[src/rtl/cdb_arbiter_if.sv]
// Bus between the functional units and the CDB arbiter: result handshakes
// going in, the registered broadcast and the slot-occupancy view coming out.
interface cdb_arbiter_if #(
  parameter int NUM_FU = 4,
  parameter int XLEN   = 32,
  parameter int TAG_W  = 5
);
  logic [NUM_FU-1:0]       fu_valid;
  logic [NUM_FU*TAG_W-1:0] fu_tag;
  logic [NUM_FU*XLEN-1:0]  fu_value;
  logic [NUM_FU-1:0]       fu_ready;
  logic                    cdb_valid;
  logic [TAG_W-1:0]        cdb_tag;
  logic [XLEN-1:0]         cdb_value;
  logic [NUM_FU-1:0]       pending;

  // Functional-unit / consumer side
  modport master (
    output fu_valid, fu_tag, fu_value,
    input  fu_ready, cdb_valid, cdb_tag, cdb_value, pending
  );

  // Arbiter side
  modport slave (
    input  fu_valid, fu_tag, fu_value,
    output fu_ready, cdb_valid, cdb_tag, cdb_value, pending
  );
endinterface

[src/rtl/cdb_arbiter.sv]
// Common-data-bus arbiter: one holding slot per functional unit, a single
// round-robin grant per cycle and a registered broadcast of the granted slot.
// Squash flushes every pending result; reset does the same asynchronously.
module cdb_arbiter #(
  parameter int NUM_FU = 4,
  parameter int XLEN   = 32,
  parameter int TAG_W  = 5
) (
  input  logic          clk_i,
  input  logic          rst_i,
  input  logic          squash_i,
  cdb_arbiter_if.slave  bus
);
  localparam int PTR_W = (NUM_FU > 1) ? $clog2(NUM_FU) : 1;

  logic [NUM_FU-1:0] slot_valid_q;
  logic [TAG_W-1:0]  slot_tag_q   [NUM_FU];
  logic [XLEN-1:0]   slot_value_q [NUM_FU];

  logic [PTR_W-1:0]  ptr_q, ptr_d;
  logic              cdb_valid_q, cdb_valid_d;
  logic [TAG_W-1:0]  cdb_tag_q, cdb_tag_d;
  logic [XLEN-1:0]   cdb_value_q, cdb_value_d;

  logic [NUM_FU-1:0] grant;
  logic              grant_any;
  logic [PTR_W-1:0]  grant_idx;
  logic [NUM_FU-1:0] ready;
  logic [NUM_FU-1:0] capture;

  // Round-robin search: first valid slot at ptr, ptr+1, ... (mod NUM_FU); none while squashing
  always_comb begin
    int idx;
    logic [PTR_W-1:0] idx_w;
    grant     = '0;
    grant_any = 1'b0;
    grant_idx = '0;
    idx       = 0;
    idx_w     = '0;
    if (!squash_i) begin
      for (int k = 0; k < NUM_FU; k++) begin
        idx   = (int'(ptr_q) + k) % NUM_FU;
        idx_w = PTR_W'(idx);
        if (!grant_any && slot_valid_q[idx_w]) begin
          grant_any = 1'b1;
          grant_idx = idx_w;
        end
      end
    end
    if (grant_any) begin
      grant[grant_idx] = 1'b1;
    end
  end

  // Next pointer and next broadcast; squash forces everything back to idle
  always_comb begin
    ptr_d       = ptr_q;
    cdb_valid_d = 1'b0;
    cdb_tag_d   = '0;
    cdb_value_d = '0;
    if (squash_i) begin
      ptr_d = '0;
    end else if (grant_any) begin
      ptr_d       = (int'(grant_idx) == NUM_FU - 1) ? '0 : grant_idx + PTR_W'(1);
      cdb_valid_d = 1'b1;
      cdb_tag_d   = slot_tag_q[grant_idx];
      cdb_value_d = slot_value_q[grant_idx];
    end
  end

  // A slot can take a result when empty or when it is being drained this cycle
  always_comb begin
    ready   = '0;
    capture = '0;
    for (int i = 0; i < NUM_FU; i++) begin
      ready[i]   = !squash_i && (!slot_valid_q[i] || grant[i]);
      capture[i] = bus.fu_valid[i] && ready[i];
    end
  end

  assign bus.fu_ready  = ready;
  assign bus.pending   = slot_valid_q;
  assign bus.cdb_valid = cdb_valid_q;
  assign bus.cdb_tag   = cdb_tag_q;
  assign bus.cdb_value = cdb_value_q;

  generate
    for (genvar gi = 0; gi < NUM_FU; gi++) begin : g_slot
      // Holding slot: capture wins over drain so a granted slot can refill in place
      always_ff @(posedge clk_i or posedge rst_i) begin
        if (rst_i) begin
          slot_valid_q[gi] <= 1'b0;
          slot_tag_q[gi]   <= '0;
          slot_value_q[gi] <= '0;
        end else if (squash_i) begin
          slot_valid_q[gi] <= 1'b0;
        end else if (capture[gi]) begin
          slot_valid_q[gi] <= 1'b1;
          slot_tag_q[gi]   <= bus.fu_tag[gi*TAG_W +: TAG_W];
          slot_value_q[gi] <= bus.fu_value[gi*XLEN +: XLEN];
        end else if (grant[gi]) begin
          slot_valid_q[gi] <= 1'b0;
        end
      end
    end
  endgenerate

  // Priority pointer and registered CDB broadcast
  always_ff @(posedge clk_i or posedge rst_i) begin
    if (rst_i) begin
      ptr_q       <= '0;
      cdb_valid_q <= 1'b0;
      cdb_tag_q   <= '0;
      cdb_value_q <= '0;
    end else begin
      ptr_q       <= ptr_d;
      cdb_valid_q <= cdb_valid_d;
      cdb_tag_q   <= cdb_tag_d;
      cdb_value_q <= cdb_value_d;
    end
  end
endmodule

[src/flat_wrapper.sv]
// flat-port wrapper written by rule: the top's interface ports become plain ports
module cdb_arbiter_flat 
#(
  parameter int NUM_FU = 4,
  parameter int XLEN   = 32,
  parameter int TAG_W  = 5
)
  (clk_i, rst_i, squash_i, bus_fu_valid, bus_fu_tag, bus_fu_value, bus_fu_ready, bus_cdb_valid, bus_cdb_tag, bus_cdb_value, bus_pending);
  cdb_arbiter_if #(.NUM_FU(NUM_FU), .XLEN(XLEN), .TAG_W(TAG_W)) bus_i ();
  input  logic clk_i;
  input  logic rst_i;
  input  logic squash_i;
  input wire logic [$bits(bus_i.fu_valid)-1:0] bus_fu_valid;
  input wire logic [$bits(bus_i.fu_tag)-1:0] bus_fu_tag;
  input wire logic [$bits(bus_i.fu_value)-1:0] bus_fu_value;
  output wire logic [$bits(bus_i.fu_ready)-1:0] bus_fu_ready;
  output wire logic [$bits(bus_i.cdb_valid)-1:0] bus_cdb_valid;
  output wire logic [$bits(bus_i.cdb_tag)-1:0] bus_cdb_tag;
  output wire logic [$bits(bus_i.cdb_value)-1:0] bus_cdb_value;
  output wire logic [$bits(bus_i.pending)-1:0] bus_pending;
  assign bus_i.fu_valid = bus_fu_valid;
  assign bus_i.fu_tag = bus_fu_tag;
  assign bus_i.fu_value = bus_fu_value;
  assign bus_fu_ready = bus_i.fu_ready;
  assign bus_cdb_valid = bus_i.cdb_valid;
  assign bus_cdb_tag = bus_i.cdb_tag;
  assign bus_cdb_value = bus_i.cdb_value;
  assign bus_pending = bus_i.pending;
  cdb_arbiter #(.NUM_FU(NUM_FU), .XLEN(XLEN), .TAG_W(TAG_W)) u_core (.clk_i(clk_i), .rst_i(rst_i), .squash_i(squash_i), .bus(bus_i));
endmodule
[config.mk]
export PLATFORM = sky130hd
export DESIGN_NAME = cdb_arbiter_flat
export DESIGN_NICKNAME = d
export VERILOG_FILES = /design/src/rtl/cdb_arbiter_if.sv /design/src/rtl/cdb_arbiter.sv /design/src/flat_wrapper.sv
export SDC_FILE = /design/constraint.sdc
export NUM_CORES = 1
export LEC_CHECK = 0
export ABC_AREA = 1
export ABC_CLOCK_PERIOD_IN_PS = 8900
export BUFFER_PORTS_ARGS = -buffer_cell sky130_fd_sc_hd__buf_2
export CAP_MARGIN = 20
export CORE_ASPECT_RATIO = 0.6
export CORE_UTILIZATION = 55
export CTS_BUF_LIST = sky130_fd_sc_hd__clkbuf_4 sky130_fd_sc_hd__clkbuf_8
export DETAILED_ROUTE_END_ITERATION = 10
export PLACE_DENSITY = 0.81
export SLEW_MARGIN = 40
export SYNTH_ARGS = -nofsm -noshare
export SYNTH_HDL_FRONTEND = slang
export SYNTH_SLANG_ARGS = --single-unit
export TNS_END_PERCENT = 5
[constraint.sdc]
create_clock -name clk_i -period 8.9 [get_ports clk_i]
set_clock_uncertainty 0.2 [all_clocks]
set_input_delay 1.335 -clock clk_i [delete_from_list [all_inputs] [get_ports clk_i]]
set_output_delay 1.335 -clock clk_i [all_outputs]
set_load 0.05 [all_outputs]
==> flow_summary_export.csv <==
group,metric,value,unit
worst_hold_path,whs_path_depth,2,
synthesis,yosysTopAreaCell,"dfrtp_1",
synthesis,syn-mean-instance-area,7.86,um^2
synthesis,synth_area_leaders,"dfrtp_1 52%, nand2_1 12%, inv_1 11%",
die,start_util,0.567,
detailed_routing,drc,0,
synthesis,ys_seq_elements,192,
synthesis,ys_seq_area_frac,0.518,
worst_setup_path,start_kind,"input pin",
detailed_routing,viasPerCell,4.96,
global_routing,gr-usage-met1,0.457,
global_routing,antenna_found_initial,0,
cts,htree_levels,4,
worst_setup_path,worstPathRequired,7.36,ns
synthesis,synth_nets,1340,
worst_setup_path,rr_worst_depth,17,
synthesis,synth_cell_type_count,25,
global_routing,grt_pass1_vias,6840,
sta,worst_pin_slew,0.780,ns
cts,cts.clk_slew.worst_paths,0.10,ns
final_layout,nFillCells,1470,
final_layout,diodes,0,
final_layout,fin_util,0.651,
die,placementRows,36,
global_routing,track_usage,0.272,
cts,numClockSinks,192,
worst_setup_path,endpoint_kind,"primary output",
die,design.die.area,0.0174,mm^2
cts,cts_hold_buf,0,
detailed_routing,drt-pass1-iter-count,5,
worst_setup_path,path_class,"in -> out",
worst_setup_path,arrival,3.51,ns
pwr,ir_drop,130,uV
synthesis,syn-instance-count,1181,
final_layout,finalNonFillerCells,1584,
sta,final.min_clock_period,5.04,ns
worst_setup_path,crit_top_cell,"inv_1",
sta,fmax,198,MHz
detailed_routing,dr_total_vias,7853,
worst_hold_path,hp-class,"reg -> reg",
sta,fin_ws,3.86,ns
sta,slew-limit-headroom,0.480,
global_routing,grt_start_max_net_pins,142,
placement,gp_routability_congestion,0.913,
die,die_y,103,um
die,fp.coreArea,0.0164,mm^2
final_layout,drive_gt1_frac,0.194,
worst_setup_path,cp_cell_sequence,"buf_2 > inv_1 > nand2_8 > nor2_4 > ha_1 > inv_1 > o21ai_1 > inv_1 > nor2_1 > buf_2",
global_routing,overflow,0,
detailed_routing,wl_per_cell,14.4,um
final_layout,areaGrowthSynthToFinish,14.7,%
pwr,p_leak,6.14,nW
worst_setup_path,crit_path_max_incr_delay,0.43,ns
cts,ctsResizeCount,0,
global_routing,grt.busiest_layer,"met1",
pwr,design_power_total,3.21,mW
global_routing,grt_use_met3,0.0468,
die,dieWidth,170,um
final_layout,nets,1503,
synthesis,ys_warn_count,0,
placement,dp_slack,3.69,ns
sta,period_share,0.567,
detailed_routing,postRouteWirelength,22.9,mm
cts,clock_path_buffers,2,
worst_setup_path,crit_slowest_cell,"nor2_4",
sta,setup_viol,0,
worst_setup_path,r2r_setup_slack,5.33,ns
placement,dp.cells,1553,
cts,worstSkewPairLatency,0.46,ns
sta,finalHoldViolCount,0,
placement,portBuffers,200,
detailed_routing,drt_iter0_drc,829,
cts,postCtsSetupBuffers,0,
cts,numCtsBuffers,17,
global_routing,grt_util_met2,0.362,
global_routing,grt_pass1_wl,35.8,mm
status,outcome,"finished, final reports clean",
placement,dpl.hpwl,16.0,mm
synthesis,syn_area,0.00928,mm^2
cts,cts_tree,"built",
cts,clockRootBuffer,"clkbuf_8",
detailed_routing,ant_nets,0,
synthesis,yosysTopAreaCellShare,0.518,
flow_run,max_cap_viol_count,0,
die,pin_count,201,
sta,rsz0062_at_grt,"no",
sta,drv_slew,0,
worst_setup_path,worstPathMaxFanout,81,
sta,fin_tns_setup,0,ns
pwr,power-per-cell-area,302,mW/mm^2
## path summary, 6_finish.rpt
| kind | startpoint | end |
|---|---|---|
| max in group asynchronous | rst_i | u_core.slot_value_q[83] |
| hold / removal | u_core.slot_value_q[125] | u_core.slot_value_q[125] |
| setup / recovery | squash_i | bus_fu_ready[1] |
| setup reg to reg | u_core.ptr_q[0] | u_core.slot_value_q[126] |
| hold reg to reg | u_core.slot_value_q[125] | u_core.slot_value_q[125] |
| min in group asynchronous | rst_i | u_core.slot_value_q[27] |
## flip-flops by register name (all words and copies together) (netlist names)
name and flops:
u_core.bus.cdb_valid 1, u_core.ptr_q 2, u_core.bus.cdb_tag 5, u_core.bus.pending 4
u_core.slot_tag_q 20, u_core.bus.cdb_value 32, u_core.slot_value_q 128
## synth_stat cells
cell / count
a21oi_1: 37
buf_1: 3
buf_2: 33
buf_4: 17
buf_6: 11
clkbuf_1: 2
dfrtp_1: 192
ha_1: 4
inv_1: 277
inv_2: 4
inv_6: 1
nand2_1: 298
nand2_2: 4
nand2_4: 1
nand3_1: 84
nand3_2: 1
nand4_1: 1
nor2_1: 14
nor2_2: 4
nor2_4: 1
o21ai_0: 17
o21ai_1: 136
o21ai_2: 1
o21bai_1: 37
o22ai_1: 1
## cell families (layout without fill, tap and decap cells)
family,Yosys count,in the layout,synth area share
and+or+nand+nor,408,408,0.181
buffers and inverters,348,523,0.162
AOI/OAI and AO/OA,229,229,0.134
DFF,192,192,0.518
adders and majority gates,4,4,0.00539
## stage by stage
step,hold WS [ns],cell area (um^2)
global placement,0.264,10200
CTS,0.292,10600
floorplan,0.247,9280
global route,0.312,10600
detailed placement,0.268,10200
finish,0.287,10600
## cell type report
class                           count  area [um^2]  area share
Tap cell                          228          285      0.0268
Timing Repair Buffer              210         1080       0.101
Inverter                          282         1080       0.101
Multi-Input combinational cell    641         3010       0.283
Sequential cell                   192         4800       0.451
Clock buffer                       18          248      0.0233
Clock inverter                     13          146      0.0138
## layer usage
layer,share of wire,routed length (um)
met1,0.51,11700
met2,0.39,9000
met3,0.087,1990
met4,0.0071,162
met5,0,0
## layout by cell type, fill, tap and decap left out, drive strengths merged, types with 4 or more instances in the layout
| cell | n |
|---|---|
| o21bai | 37 |
| clkbuf | 18 |
| nand3 | 85 |
| ha | 4 |
| o21ai | 154 |
| inv | 288 |
| nor2 | 19 |
| clkinv | 5 |
| a21oi | 37 |
| buf | 210 |
| dfrtp | 192 |
| nand2 | 303 |
## worst max-delay path, delay by kind of cell
| family | cells | cell delay, ns |
|---|---|---|
| AND/OR/NAND/NOR | 3 | 0.89 |
| buffers and inverters | 5 | 0.86 |
| adder cells (fa/ha/maj) | 1 | 0.22 |
| AO/OA/AOI/OAI | 1 | 0.18 |
## where the power goes
group | internal, mW | switching (mW)
clock | 0.239 | 0.331
sequential | 1.11 | 0.122
combinational | 0.385 | 1.02
total | 1.73 | 1.48
Note: power is estimated with default switching activity, not from simulation.
